### config.mk
export PLATFORM = sky130hd
export DESIGN_NAME = ex_mem_pipe_reg
export DESIGN_NICKNAME = d
export VERILOG_FILES = /design/src/rtl/ex_mem_pipe_reg.sv
export SDC_FILE = /design/constraint.sdc
export NUM_CORES = 1
export LEC_CHECK = 0
export CAP_MARGIN = 25
export CORE_MARGIN = 1.5
export CORE_UTILIZATION = 43
export DETAILED_ROUTE_END_ITERATION = 7
export GPL_TIMING_DRIVEN = 0
export HOLD_SLACK_MARGIN = 0.05
export PLACE_DENSITY = 0.87
export SLEW_MARGIN = 20
export SYNTH_ARGS = -nofsm -noshare
export SYNTH_HDL_FRONTEND = slang
export SYNTH_SLANG_ARGS = --single-unit
### constraint.sdc
create_clock -name i_clk -period 5.7 [get_ports i_clk]
set_clock_uncertainty 0.15 [all_clocks]
set_input_delay 1.14 -clock i_clk [delete_from_list [all_inputs] [get_ports i_clk]]
set_output_delay 1.14 -clock i_clk [all_outputs]
set_load 0.02 [all_outputs]
### src/rtl/ex_mem_pipe_reg.sv
// EX->M pipeline register: valid/ready handshake, flush, forwarding tap, saturating stall counter.
// Optional skid entry (registered o_ready_EX) enabled by `define EX_M_SKID_EN.
module ex_mem_pipe_reg #(
  parameter int DATA_W     = 128,
  parameter int RD_W       = 5,
  parameter int CTRL_W     = 6,
  parameter int RDWREN_BIT = 0,
  parameter int CNT_W      = 16
) (
  input  logic              i_clk,
  input  logic              i_rst_n,
  input  logic              i_valid_EX,
  output logic              o_ready_EX,
  input  logic [DATA_W-1:0] i_data_EX,
  input  logic [RD_W-1:0]   i_rd_addr_EX,
  input  logic [CTRL_W-1:0] i_ctrl_EX,
  input  logic              i_flush,
  output logic              o_valid_M,
  input  logic              i_ready_M,
  output logic [DATA_W-1:0] o_data_M,
  output logic [RD_W-1:0]   o_rd_addr_M,
  output logic [CTRL_W-1:0] o_ctrl_M,
  output logic              o_fwd_rdwren,
  output logic [RD_W-1:0]   o_fwd_rd_addr,
  output logic [CNT_W-1:0]  o_stall_cnt
);

`ifdef EX_M_SKID_EN
  typedef enum logic [1:0] {S_EMPTY, S_FULL, S_SKID} state_t;
`else
  typedef enum logic {S_EMPTY, S_FULL} state_t;
`endif

  state_t            r_state;
  logic [DATA_W-1:0] r_data;
  logic [RD_W-1:0]   r_rd;
  logic [CTRL_W-1:0] r_ctrl;
  logic [CNT_W-1:0]  r_stall_cnt;

  logic w_valid;
  logic w_xfer_in;
  logic w_xfer_out;
  logic w_stall;

  assign w_valid    = (r_state != S_EMPTY);
  assign w_xfer_in  = i_valid_EX & o_ready_EX;
  assign w_xfer_out = w_valid & i_ready_M;
  assign w_stall    = w_valid & ~i_ready_M & ~i_flush;

`ifdef EX_M_SKID_EN
  logic [DATA_W-1:0] r_skid_data;
  logic [RD_W-1:0]   r_skid_rd;
  logic [CTRL_W-1:0] r_skid_ctrl;
  logic              r_ready_EX;
  logic              w_skid_load;

  assign w_skid_load = (r_state == S_FULL) & w_xfer_in & ~w_xfer_out;
  assign o_ready_EX  = ~i_flush & r_ready_EX;

  // r_ready_EX is the registered "skid not occupied" term; held low through reset.
  always_ff @(posedge i_clk or negedge i_rst_n) begin
    if (!i_rst_n) begin
      r_skid_data <= '0;
      r_skid_rd   <= '0;
      r_skid_ctrl <= '0;
      r_ready_EX  <= 1'b0;
    end else begin
      if (w_skid_load) begin
        r_skid_data <= i_data_EX;
        r_skid_rd   <= i_rd_addr_EX;
        r_skid_ctrl <= i_ctrl_EX;
      end
      if (i_flush) begin
        r_ready_EX <= 1'b1;
      end else begin
        r_ready_EX <= ~(w_skid_load | ((r_state == S_SKID) & ~w_xfer_out));
      end
    end
  end
`else
  assign o_ready_EX = ~i_flush & (~w_valid | i_ready_M);
`endif

  always_ff @(posedge i_clk or negedge i_rst_n) begin
    if (!i_rst_n) begin
      r_state <= S_EMPTY;
      r_data  <= '0;
      r_rd    <= '0;
      r_ctrl  <= '0;
    end else if (i_flush) begin
      r_state <= S_EMPTY;
    end else begin
      case (r_state)
        S_EMPTY: begin
          if (w_xfer_in) begin
            r_state <= S_FULL;
            r_data  <= i_data_EX;
            r_rd    <= i_rd_addr_EX;
            r_ctrl  <= i_ctrl_EX;
          end
        end
        S_FULL: begin
          if (w_xfer_in && w_xfer_out) begin
            r_data <= i_data_EX;
            r_rd   <= i_rd_addr_EX;
            r_ctrl <= i_ctrl_EX;
          end else if (w_xfer_out) begin
            r_state <= S_EMPTY;
`ifdef EX_M_SKID_EN
          end else if (w_xfer_in) begin
            r_state <= S_SKID;
`endif
          end
        end
`ifdef EX_M_SKID_EN
        S_SKID: begin
          if (w_xfer_out) begin
            r_state <= S_FULL;
            r_data  <= r_skid_data;
            r_rd    <= r_skid_rd;
            r_ctrl  <= r_skid_ctrl;
          end
        end
`endif
        default: r_state <= S_EMPTY;
      endcase
    end
  end

  always_ff @(posedge i_clk or negedge i_rst_n) begin
    if (!i_rst_n) begin
      r_stall_cnt <= '0;
    end else if (w_stall && (r_stall_cnt != '1)) begin
      r_stall_cnt <= r_stall_cnt + 1'b1;
    end
  end

  // Control is masked while invalid so a bubble can never write RF or memory.
  assign o_valid_M     = w_valid;
  assign o_data_M      = r_data;
  assign o_rd_addr_M   = r_rd;
  assign o_ctrl_M      = w_valid ? r_ctrl : '0;
  assign o_fwd_rdwren  = w_valid & r_ctrl[RDWREN_BIT];
  assign o_fwd_rd_addr = r_rd;
  assign o_stall_cnt   = r_stall_cnt;

endmodule

# --- After elaboration in Yosys (flattened, before gate mapping) ---
# Index checks and enable logic that the tools add are counted.
word_totals:
  register_bits: 156
  in_bits: 144
  output_inout_bits: 163
  elab_cells: 37
op_classes:
  n_addsub: 1
  n_eq_ne: 3
  n_mux: 15
  bitwise: 10
  reduce_logical: 3
op_table:
  columns: ["op", "n"]
  rows:
  - ["$mux 128", 2]
  - ["$pmux 128 s2", 1]
  - ["$mux 6", 3]
  - ["$add 16x1->16 const B", 1]
  - ["$ne 16x16->1 const B", 1]
  - ["$pmux 6 s2", 1]
  - ["$mux 5", 2]
  - ["$pmux 5 s2", 1]
  - ["$and 1x1->1", 6]
  - ["$mux 1", 4]
  - ["$not 1->1", 3]
  - ["$reduce_and 3->1", 1]
  - ["$logic_and 1x1->1", 2]
  - ["$ne 2x1->1 const B", 1]
  - ["$ne 2x2->1 const B", 1]
  - ["$pmux 1 s2", 1]
  - ["$or 1x1->1", 1]

# --- Depth between registers and ports, before layout ---
# Gate-level depths: netlist of run 1.
depth:
  ltp_word: 8
  ltp_mapped: 5
  depth_no_buf: 5

# --- Worst setup path before layout of run 1 ---
# OpenSTA, ideal clock, no wires.
synth_timing:
  kind: "input-to-reg"
  from: "input port i_flush"
  to: "register r_stall_cnt[15], in the netlist o_stall_cnt[15]"
  setup_ns: 0.080
  arrival_time_ns: 2.620
  required_time_ns: 5.470
  path_slack_ns: 2.851
  stages: 5
  n_path_buf: 1
  cell_sequence: "or3b_1 -> buf_6 -> or4_4 -> and4bb_1 -> xor2_1"
synth_between:
  elab_chain_cells: 3
synth_lines:
  columns: ["item", "line_no", "source"]
  rows:
  - ["from (decl)", "17", "input logic i_flush,"]
  - ["$not 1->1 (no source line)", null, null]
  - ["$and 1x1->1", "48", "assign w_stall = w_valid & ~i_ready_M & ~i_flush;"]
  - ["$logic_and 1x1->1", "133", "end else if (w_stall && (r_stall_cnt != '1)) begin"]
  - ["to (signal assigned)", "134", "r_stall_cnt <= r_stall_cnt + 1'b1;"]
  - ["to (decl)", "38", "logic [CNT_W-1:0] r_stall_cnt;"]
# Every way passes these cells.
# A chain may end at the register's enable or synchronous reset.

# --- Worst setup path after layout of run 1 ---
layout_timing:
  from: "input port i_ready_M"
  to: "output port o_ready_EX"
layout_between:
  elab_chain_cells: 2
layout_lines:
  columns: ["item", "line_no", "source"]
  rows:
  - ["from (decl)", "19", "input logic i_ready_M,"]
  - ["$or 1x1->1", "81", "assign o_ready_EX = ~i_flush & (~w_valid | i_ready_M);"]
  - ["$and 1x1->1", "81", null]
  - ["to (decl)", "13", "output logic o_ready_EX,"]
# Every way passes these cells.

==> results_dict.tcl, run 1 <==
set metrics [dict create \
    synth_cell_type_count 28 \
    cts_resized 0 \
    ys_top_cells_by_count "dfrtp_1 (156), mux2_2 (140), xor2_1 (13)" \
    antenna_found_initial 0 \
    slew_headroom 0.401 \
    yosysTopAreaCellShare 0.647 \
    total_power_w 0.00362 \
    nets 854 \
    cts_tree "yes" \
    cp_data_arrival_time_ns 2.43 \
    status "completed" \
    grt_pass1_vias 4935 \
    pwr_density_cell_mw_per_mm2 363 \
    slew_violations 0 \
    fin_cells 900 \
    hold_ws_ns 0.351 \
    dpl.cell_count 870 \
    gp_congestion 0.780 \
    yosys.cell_count.top_type "dfrtp_1" \
    path_class "in -> out" \
    p_leak_nw 4.13 \
    hpwl_um 12400 \
    routed_via_density 4.92 \
    fin_crit_sh 0.652 \
    hold_viol 0 \
    ys_seq_area_frac 0.647 \
    die-area_mm2 0.0147 \
    portBuffers 306 \
    crit_required_ns 4.41 \
    synth_ff_type "dfrtp_1" \
    rsz0062_at_grt "no" \
    root_buffer "clkbuf_16" \
    core_area_mm2 0.0138 \
    synth_top_cell_by_area "dfrtp_1" \
    postLayoutCoreUtil 0.724 \
    clk_path_buf_depth 2 \
    drtAntennaViolNets 0 \
    area.growth.synth_to_final_pct 65.4 \
    grt_pass1_wl_um 24900 \
    htreeDepth 4 \
    drive_above_1_share 0.254 \
    num_rows 43 \
    grt.overflow.total 0 \
    drc_errors 0 \
    post_drt_wl_per_cell_um 18.1 \
    io_pins 307 \
    finalSetupViolCount 0 \
    crit_slowest_cell "clkdlybuf4s50_1" \
    crit_family "buffers and inverters" \
    maxCapViolCount 0 \
    worst_pin_slew_ns 0.892 \
    grt_use_total 0.221 \
    async_flop_share 1.00 \
    path_clk_slew_ns 0.06 \
    clkLatencyLatePin_ns 0.41 \
    grt_max_degree 85 \
    max_freq_mhz 269 \
    cts_setup_buffers 0 \
    hold_path.class "reg -> reg" \
    critPathMaxStageDelay_ns 0.60 \
    clock_sinks 156 \
    syn_area_per_cell_um2 15.7 \
    antennaDiodeCount 0 \
    endpoint_kind "primary output" \
    synth_seq_cells 156 \
    fillers 898 \
    cpMostUsedCell "clkdlybuf4s50_1" \
    drt-pass1-iter-count 4 \
    vias 4424 \
    irDropWorstVdd_uv 185 \
    synth_cells 383 \
    syn_area_mm2 0.00603 \
    hold_buffers 0 \
    syn_nets 528 \
    ys_warn_count 0 \
    totalWireLength_um 16300 \
    start_kind "input port" \
    period_minus_slack_ns 3.72 \
    ys_top_cells_by_area "dfrtp_1 (65%), mux2_2 (26%), xor2_1 (1.9%)" \
    worstPathCellList "clkdlybuf4s50_1, nor2b_1, nor2_1, clkdlybuf4s50_1" \
    crit_buf_inv 2 \
    critical_path.max_fanout 3 \
    synth_edf_count 0 \
    start_util 0.438 \
    chipHeight_um 121 \
    drt_iter0_markers 171 \
    die_w_um 121 \
    numCtsBuffers 17 \
]
## through the flow
stage / TNS [ns] / cell area (um^2) / worst slack, ns
detailed placement: 0 / 9350 / 1.89
floorplan: 0 / 6030 / 2.85
CTS: 0 / 9970 / 1.98
global placement: -400.62 / 9320 / -2.58
finish: 0 / 9970 / 1.98
global route: 0 / 9970 / 1.90
## cells by family (layout without fill, tap and decap cells)
logic type	count (synthesis)	after routing	share of synthesized area
flip-flops	156	156	0.647
multiplexers	140	140	0.261
AND/OR/NAND/NOR	48	48	0.0477
buffers and inverters	22	359	0.0187
XOR/XNOR	14	14	0.0203
AO/OA/AOI/OAI	2	2	0.00270
adder cells (fa/ha/maj)	1	1	0.00207
## cell usage in the layout, fill, tap and decap left out, types with 2 or more instances in the layout
cell               n
and2_1             6
buf_1              3
buf_4              6
bufinv_16          4
clkbuf_1          12
clkbuf_16         17
clkbuf_8           2
clkdlybuf4s50_1  305
clkinv_2           2
clkinvlp_4         4
dfrtp_1          156
mux2_2           140
nand2_1            7
nand3_1            5
nand4_1            3
nor2_1             5
nor3_1             7
nor3b_1            3
nor4_1             2
nor4_2             2
xor2_1            13
## flip-flops by register name, indices dropped and copies added, names as in the netlist
name           flops
o_data_M         128
r_ctrl             6
o_fwd_rd_addr      5
o_valid_M          1
o_stall_cnt       16
## layer usage
metal / wire length (um) / global-route usage / up-vias
met5: 0 / 0 / -
met2: 8700 / 0.402 / 210
li1: - / - / 1999
met4: 397 / 0.0941 / 0
met3: 1480 / 0.0822 / 32
met1: 5730 / 0.227 / 2183
## cell type report
type | count | area [um^2] | share of cell area
Clock buffer | 19 | 453 | 0.0454
Multi-Input combinational cell | 205 | 2020 | 0.202
Tap cell | 180 | 225 | 0.0226
Sequential cell | 156 | 3900 | 0.391
Clock inverter | 11 | 169 | 0.0169
Timing Repair Buffer | 307 | 3100 | 0.310
Buffer | 22 | 113 | 0.0113
## report_power, final
part	switching, W	internal [W]	total, W	leakage, nW
clock	0.000425	0.000750	0.00117	0.293
sequential	0.000120	0.00130	0.00142	1.86
combinational	0.000460	0.000569	0.00103	1.97
total	0.00100	0.00261	0.00362	4.13
## path summary, 6_finish.rpt
kind | from | slack, ns | cells past startpoint | endpoint
worst max-delay path | i_ready_M | 1.98 | 4 | o_ready_EX
worst min-delay path | r_ctrl[1]$_DFFE_PN0P_ | 0.35 | 1 | r_ctrl[1]$_DFFE_PN0P_
worst max register to register | o_valid_M$_DFF_PN0_ | 3.08 | 5 | o_data_M[123]$_DFFE_PN0P_
worst min register to register | r_ctrl[1]$_DFFE_PN0P_ | 0.35 | 1 | r_ctrl[1]$_DFFE_PN0P_
max in group asynchronous | i_rst_n | 4.08 | 2 | o_data_M[54]$_DFFE_PN0P_
min in group asynchronous | i_rst_n | 0.52 | 1 | o_data_M[111]$_DFFE_PN0P_
Power figures use the tool's default switching activity.
==> run 2: changes to the inputs <==
--- a/config.mk
+++ b/config.mk
@@ -7,11 +7,11 @@
 export LEC_CHECK = 0
 export CAP_MARGIN = 25
 export CORE_MARGIN = 1.5
-export CORE_UTILIZATION = 43
+export CORE_UTILIZATION = 36
 export DETAILED_ROUTE_END_ITERATION = 7
 export GPL_TIMING_DRIVEN = 0
 export HOLD_SLACK_MARGIN = 0.05
-export PLACE_DENSITY = 0.87
+export PLACE_DENSITY = 0.77
 export SLEW_MARGIN = 20
 export SYNTH_ARGS = -nofsm -noshare
 export SYNTH_HDL_FRONTEND = slang
==> constraint.sdc (replaced) <==
create_clock -name i_clk -period 3.3 [get_ports i_clk]
set_clock_uncertainty 0.15 [all_clocks]
set_input_delay 0.66 -clock i_clk [delete_from_list [all_inputs] [get_ports i_clk]]
set_output_delay 0.66 -clock i_clk [all_outputs]
set_load 0.02 [all_outputs]
==> run 2 against run 1 <==
- first-iteration DRC count decreased by 13%
- non-clock buffer count increased by 1
- critical path depth increased by 2
- power increased by 67%
- clock power increased by 58%
- register-to-register slack got worse by 2.5 ns
- sequential share of layout area about the same
- global-route usage decreased by 3.1 points
- count of clock-buffer cells in the layout increased by 1
- routed wire length decreased by 1.8%
- via count decreased by 1.1%
- worst hold slack improved by 0.0025 ns
- critical path type is now in -> reg
- largest power group unchanged
==> results_dict.tcl, run 2 (synthesis results as in run 1) <==
set metrics [dict create \
    status "completed" \
    crit_slowest_cell "clkbuf_1" \
    critical_path.max_fanout 10 \
    start_util 0.366 \
    worstPathCellList "clkdlybuf4s50_1, nand2b_1, nor2_1, clkbuf_1, clkbuf_1, mux2_2" \
    clk_path_buf_depth 2 \
    mostFrequentLayoutCell "clkdlybuf4s50_1" \
    switching_power_w 0.00173 \
    io_pins 307 \
    totalWireLength_um 16000 \
    post-place-ws_ns -0.119 \
    vias 4374 \
    pwr_density_cell_mw_per_mm2 607 \
    period_minus_slack_ns 2.89 \
    rsz0062_at_grt "no" \
    path_clk_slew_ns 0.06 \
    drc_errors 0 \
    grt_max_degree 87 \
    dpl.cell_count 910 \
    critPathMaxStageDelay_ns 0.52 \
    drt-pass1-iter-count 4 \
    antennaDiodeCount 0 \
    grt_pass1_wl_um 25900 \
    drive_above_1_share 0.252 \
    root_buffer "clkbuf_16" \
    final_area_mm2 0.00997 \
    slew_headroom 0.436 \
    cp_data_arrival_time_ns 3.03 \
    fin_cells 943 \
    slew_violations 0 \
    gp_congestion 0.800 \
    hold_path.class "reg -> reg" \
    grt_use_total 0.190 \
    cts_tree "yes" \
    endpoint_kind "register" \
    maxCapViolCount 0 \
    multi_input_comb_area_mm2 0.00202 \
    portBuffers 306 \
    num_rows 47 \
    power_frac_seq 0.403 \
    hold_viol 0 \
    hold_ws_ns 0.353 \
    pwr-share-clk 0.305 \
    final-seq-area_mm2 0.00390 \
    placed_cell_area_mm2 0.00940 \
    die-area_mm2 0.0175 \
    routed_via_density 4.64 \
    core_area_mm2 0.0165 \
    intPower_w 0.00433 \
    grt.overflow.total 0 \
    antenna_found_initial 0 \
    final_cell_mix "clkdlybuf4s50_1 (305), dfrtp_1 (156), mux2_2 (140), clkbuf_16 (17), clkbuf_1 (15)" \
    cpMostUsedCell "clkbuf_1" \
    htreeDepth 4 \
    start_kind "input port" \
    post_drt_wl_per_cell_um 17.0 \
    fillers 1295 \
    grt_pass1_vias 4913 \
    numCtsBuffers 17 \
    worst_pin_slew_ns 0.838 \
    pwr-share-comb 0.293 \
    path_class "in -> reg" \
    clock_sinks 156 \
    clkLatencyLatePin_ns 0.41 \
    finalSetupViolCount 0 \
    hpwl_um 12400 \
    irDropWorstVdd_uv 371 \
    area.growth.synth_to_final_pct 65.3 \
    r2r_slack_ns 0.60 \
    chipHeight_um 132 \
    p_leak_nw 4.10 \
    drtAntennaViolNets 0 \
    largest_reg_flops 128 \
    max_freq_mhz 346 \
    setup_ws_ns 0.408 \
    swShare 0.286 \
    die_w_um 132 \
    drt_iter0_markers 148 \
    fin_crit_sh 0.876 \
    crit_required_ns 3.44 \
    nets 855 \
]
run 2: changes by cell type in the layout (fill, tap and decap cells not counted):
cell / change
clkbuf_1: +3
clkbuf_8: -2
dlygate4sd3_1: +1
clkinv_2: +3
bufinv_16: -2
run 2: path summary, 6_finish.rpt:
kind,startpoint,to,depth (start not counted)
worst max-delay path,i_flush,o_data_M[61]$_DFFE_PN0P_,6
worst min-delay path,r_ctrl[0]$_DFFE_PN0P_,r_ctrl[0]$_DFFE_PN0P_,1
worst max register to register,o_valid_M$_DFF_PN0_,o_data_M[61]$_DFFE_PN0P_,5
worst min register to register,r_ctrl[0]$_DFFE_PN0P_,r_ctrl[0]$_DFFE_PN0P_,1
max in group asynchronous,i_rst_n,o_data_M[55]$_DFFE_PN0P_,3
min in group asynchronous,i_rst_n,o_data_M[96]$_DFFE_PN0P_,2
run 2: cell type report:
type                    instances  share of cell area
clock buffers                  20              0.0438
clock inverters                12              0.0124
flip-flops and latches        156               0.391
repair buffers                308               0.311
multi-input cells             205               0.202
plain buffers                  22              0.0113
well taps                     220              0.0276
run 2: layer usage:
layer / GRT usage / wire [um]
met1: 0.196 / 5700
met2: 0.343 / 8530
met3: 0.0824 / 1390
met4: 0.0690 / 385
met5: 0 / 0
run 2: timing repair:
action                                 in CTS  in global routing
endpoints found under the hold margin       1                  0
setup endpoints to repair                   0                  0
hold buffers                                1                  0
gates resized for setup                     0                  0
buffers inserted                            0                  0
run 2: critical path: cells and delay by family:
family / cells / cell delay [ns]
buffers and inverters: 3 / 1.48
multiplexers: 1 / 0.41
AND/OR/NAND/NOR: 2 / 0.47
run 2: power by group through the flow:
stage          clock network, W  registers [W]  logic, W
2_1_floorplan                 0        0.00283  0.000399
3_3_place_gp                  0        0.00245   0.00175
3_5_place_dp                  0        0.00247   0.00179
4_1_cts                 0.00191        0.00244   0.00179
5_1_grt                 0.00200        0.00248   0.00187
6_report                0.00185        0.00244   0.00177
run 2: per-stage QoR:
stage	power, W	utilization	TNS [ns]
finish	0.00606	0.606	0
global route	0.00635	0.606	0
CTS	0.00615	0.606	0
detailed placement	0.00426	0.571	-6.34
global placement	0.00420	0.569	-703.54
floorplan	0.00323	-	0
==> RTL edit 1, RTL diff (config.mk and constraints of run 2) <==
The option `EX_M_SKID_EN` is turned on by a define.
--- a/src/rtl/ex_mem_pipe_reg.sv
+++ b/src/rtl/ex_mem_pipe_reg.sv
@@ -1,5 +1,7 @@
 // EX->M pipeline register: valid/ready handshake, flush, forwarding tap, saturating stall counter.
 // Optional skid entry (registered o_ready_EX) enabled by `define EX_M_SKID_EN.
+`define EX_M_SKID_EN
+
 module ex_mem_pipe_reg #(
   parameter int DATA_W     = 128,
   parameter int RD_W       = 5,
Function: changed (a bounded check fails within 4 cycles, from zero or initial values and one cycle with i_rst_n low).
==> RTL edit 1 against run 2 <==
  * Area after synthesis is 120% higher
  * Setup slack worse by 220 ps
  * Power is 100% higher
  * Sequential share of layout area is 2.5 points higher
  * Clock power is 100% higher
  * Sequential cell count is 141 higher
  * Largest cell class unchanged
  * Wire length is 110% higher
  * Final area is 79% higher
==> RTL edit 1: results (changes against run 2) <==
- Status: finished, final reports clean
- Hold_sp: r_skid_data[45]
- Diodes inserted: 2 (+2)
- Register Area: 7430 um2 (+90%)
- Vias in the first global route: 9460 (+93%)
- Synth Area in Adders: 0.0962% (-0.11 points)
- DRT iter0 DRCs: 302 (+100%)
- Commonest cells in the netlist: dfrtp_1 (297), nor2_1 (148), a21oi_1 (147), mux2i_1 (139), mux2_4 (101)
- Routed length on met1: 14900 um (+160%)
- Post-synthesis xor/xnor area fraction: 0.673% (-1.4 points)
- Syn_nets: 1150 (+120%)
- Leak: 7.66 nW (+87%)
- Nonclk buf count: 381 (+15%)
- Worst setup path start: r_state[0]
- Switching Share: 28.7% (+0.17 points)
- First-pass GRT wire length: 52300 um (+100%)
- R2R depth: 6 (+1)
- CTS Buf Count: 35 (+18)
- Drt wl/cell: 18.5 um (+9.1%)
- Comb_multi_in: 634 (+210%)
- Largest net degree at the start of global routing: 99 (+14%)
- GR Util met2: 28.4% (-5.9 points)
- Crit path to: o_ctrl_M[0]
- Gr usage total: 17.9% (-1.1 points)
- Die width: 193 um (+46%)
- Worst reg-to-reg setup slack: 710 ps (+110 ps)
- Worst-path maximum fanout: 9 (-1)
- Cell variety after synth: 35 (+25%)
- Power share of the clock group: 30.8% (+0.3 points)
- Sequential cell count: 297 (+90%)
- Met3 Wirelength: 2350 um (+69%)
- CLK BUF: 53 (+170%)
- Synth Area in Compound Gates: 6.10% (+5.8 points)
- Slew HR: 39.8% (-3.8 points)
- Register area share after synthesis: 57.1% (-7.6 points)
- Seq pwr share: 42.3% (+2.0 points)
- Clock network area share: 6.24% (+0.62 points)
- Clock buffer depth: 3 (+1)
- P_sw: 3.53 mW (+100%)
- Mux contribution to synthesized area: 25.8% (-0.32 points)
- Fin nets: 1497 (+75%)
- Vias: 9059 (+110%)
- Top cells by area, synth: dfrtp_1 (57%), mux2_4 (12%), mux2i_1 (11%)
- Max rail drop VDD: 0.000437 V (+18%)
- Fillers: 3090 (+140%)
- Hold Path Sink: r_skid_data[45]
- Critical R2R Launch: r_state[1]
- Clock H-tree levels: 2 (-2)
- Met1 Use GR: 23.9% (+4.3 points)
-- RTL edit 1: changes by cell type after synthesis, moves of 27 or more --
cell	delta
a21oi_1	+147
buf_2	+27
mux2_4	+101
dfrtp_1	+141
mux2i_1	+139
mux2_2	-100
nor2_1	+143
-- RTL edit 1: per-stage QoR --
step           std cells  setup WS, ps  hold WS [ps]  TNS [ps]
2_1_floorplan       1005          1020           214         0
6_report            1838           185           355         0
4_1_cts             1836           148           352         0
3_5_place_dp        1775          5.02           343         0
5_1_grt             1836          59.0           366         0
3_3_place_gp        1772        -11560           331  -3419930
-- RTL edit 1: repair_timing --
action                                 CTS  global route
hold buffers                             1             0
gates resized for setup                  0             0
endpoints found under the hold margin   51             0
-- RTL edit 1: critical path, cell delays in order (launching register included) --
cell and delay, ps:
dfrtp_1 430, nor2_1 540, nor2b_1 130, buf_4 160, clkdlybuf4s50_1 530
==> RTL edit 2, RTL diff (flow settings as in run 2) <==
Without the edit above. Register the output `o_stall_cnt` once more, without a reset; this adds one clock of latency there. The other outputs are not delayed to match.
--- a/src/rtl/ex_mem_pipe_reg.sv
+++ b/src/rtl/ex_mem_pipe_reg.sv
@@ -142,7 +142,9 @@
   assign o_ctrl_M      = w_valid ? r_ctrl : '0;
   assign o_fwd_rdwren  = w_valid & r_ctrl[RDWREN_BIT];
   assign o_fwd_rd_addr = r_rd;
-  assign o_stall_cnt   = r_stall_cnt;
+  always_ff @(posedge i_clk) begin
+    o_stall_cnt <= r_stall_cnt;
+  end
 
 endmodule
 
Check against the original RTL: not equivalent (a bounded check fails within 4 cycles, from zero or initial values and one cycle with i_rst_n low).
==> RTL edit 2 against run 2 <==
  * Area after synthesis is 5.3% higher
  * Sequential cell count is 16 higher
  * Final area is 3.6% higher
  * Combinational power hardly changed
  * Via count is 1.1% higher
  * Count of clock-buffer cells in the layout is 1 higher
  * Register-to-register slack hardly changed
  * Critical path depth stayed put
  * Synthesized cell count is 4.2% higher
  * Setup slack worse by 21 ps
  * Wire length is 2.1% higher
  * Power is 6.1% higher
==> RTL edit 2: results (changes against run 2) <==
- First-pass GRT wire length: 24300 um (-6.0%)
- PortBufs: 306 (unchanged)
- Clk root buf: clkbuf_16
- Yosys warning count: 0 (unchanged)
- Worst-path maximum fanout: 10 (unchanged)
- Leak: 4.25 nW (+3.7%)
- Critical R2R Launch: o_valid_M
- Clock H-tree levels: 4 (unchanged)
- Worst hold path type: in2async
- Layout cells sized above 1: 24.9% (-0.24 points)
- Placement Cell Area: 9730 um2 (+3.5%)
- GP Congestion: 0.762 (-4.7%)
- Post-synth EDFFs: 0 (unchanged)
- Gr usage total: 17.3% (-1.7 points)
- Register area share after synthesis: 66.5% (+1.8 points)
- Vias: 4421 (+1.1%)
- Max rail drop VDD: 0.000333 V (-10%)
- Syn_nets: 544 (+3.0%)
- Worst reg-to-reg setup slack: 600 ps (about the same)
- Hpwl dp: 12500 um (+1.0%)
- Largest net degree at the start of global routing: 80 (-8.0%)
- Post-CTS setup buffer count: 0 (unchanged)
- Cell variety after synth: 29 (+3.6%)
- Fin nets: 870 (+1.8%)
- Drt wl/cell: 17.0 um (about the same)
- Clock-pin slew on the worst setup and hold paths: 70 ps
- Status: finished, final reports clean
- CTS Buf Count: 17 (unchanged)
- Fraction of registers with async set/reset: 90.7% (-9.3 points)
- Hold_ws: 69.5 ps (-284 ps)
- R2R depth: 5 (unchanged)
- R2r endpoint: o_data_M[41]
- Commonest cells in the netlist: dfrtp_1 (156), mux2_2 (140), dfxtp_1 (16), clkbuf_1 (13), xor2_1 (13)
- DRT iter0 DRCs: 93 (-37%)
- Vias in the first global route: 4729 (-3.7%)
- Post-route design area: 10300 um2 (+3.6%)
- DRC Markers: 0 (unchanged)
- Max reg flops: 128 (unchanged)
- Clock buffer depth: 2 (unchanged)
- Clk Latency, worst-skew pair: 410 ps (about the same)
- Top cells by area, synth: dfrtp_1 (61%), mux2_2 (25%), dfxtp_1 (5.0%)
- First-pass DRT Iterations: 4 (unchanged)
- Slew HR: 38.1% (-5.6 points)
[RTL edit 2: metal layers]
layer / track usage, % / routed length, um / vias up
li1: - / - / 2047
met1: 19.0 / 6160 / 2153
met2: 31.2 / 8560 / 196
met3: 5.82 / 1340 / 25
met4: 6.09 / 284 / 0
met5: 0 / 0 / -
[RTL edit 2: critical path: stages]
cell             delay [ps]
clkdlybuf4s50_1         450
nand2b_1                180
nor2_1                  210
clkbuf_1                590
clkbuf_1                570
mux2_2                  410
[RTL edit 2: worst max path at each step]
| stage | from | to | slack (ps) | cells past startpoint |
|---|---|---|---|---|
| global placement | i_rst_n | r_stall_cnt[0] | -4580 | 1 |
| detailed placement | i_flush | o_data_M[44] | -50 | 6 |
| global route | i_flush | o_data_M[43] | 240 | 6 |
| floorplan | i_flush | r_stall_cnt[15] | 930 | 5 |
| finish | i_flush | o_data_M[41] | 390 | 6 |
| CTS | i_flush | o_data_M[43] | 390 | 6 |
[RTL edit 2: logic make-up (layout without fill, tap and decap cells)]
kind of cell    after synthesis  after routing  share of synthesized area (%)
compound gates                2              2                          0.256
xor+xnor                     14             14                           1.93
fa+ha+maj                     1              1                          0.197
buf+inv                      22            361                           1.77
flops                       172            172                           66.5
mux                         140            140                           24.8
simple gates                 48             48                           4.53
[RTL edit 2: cell type report]
class	count	area [um2]
Buffer	22	113
Clock buffer	21	470
Clock inverter	11	131
Fill cell	1309	6970
Multi-Input combinational cell	205	2020
Sequential cell	172	4220
Tap cell	225	282
Timing Repair Buffer	307	3100
[RTL edit 2: per-stage QoR]
stage | utilization (%) | worst slack [ps] | TNS (ps) | cells
2_1_floorplan | - | 931 | 0 | 399
3_3_place_gp | 56.1 | -4580 | -712200 | 930
3_5_place_dp | 56.3 | -47.7 | -645 | 931
4_1_cts | 59.7 | 391 | 0 | 963
5_1_grt | 59.7 | 244 | 0 | 963
6_report | 59.7 | 388 | 0 | 963
[RTL edit 2: report_power, final]
part	leakage, nW	total (mW)	switching (mW)	internal [mW]
clock network	0.292	2.01	0.818	1.19
registers	1.99	2.66	0.200	2.46
logic	1.97	1.77	0.785	0.981
total	4.25	6.43	1.80	4.62
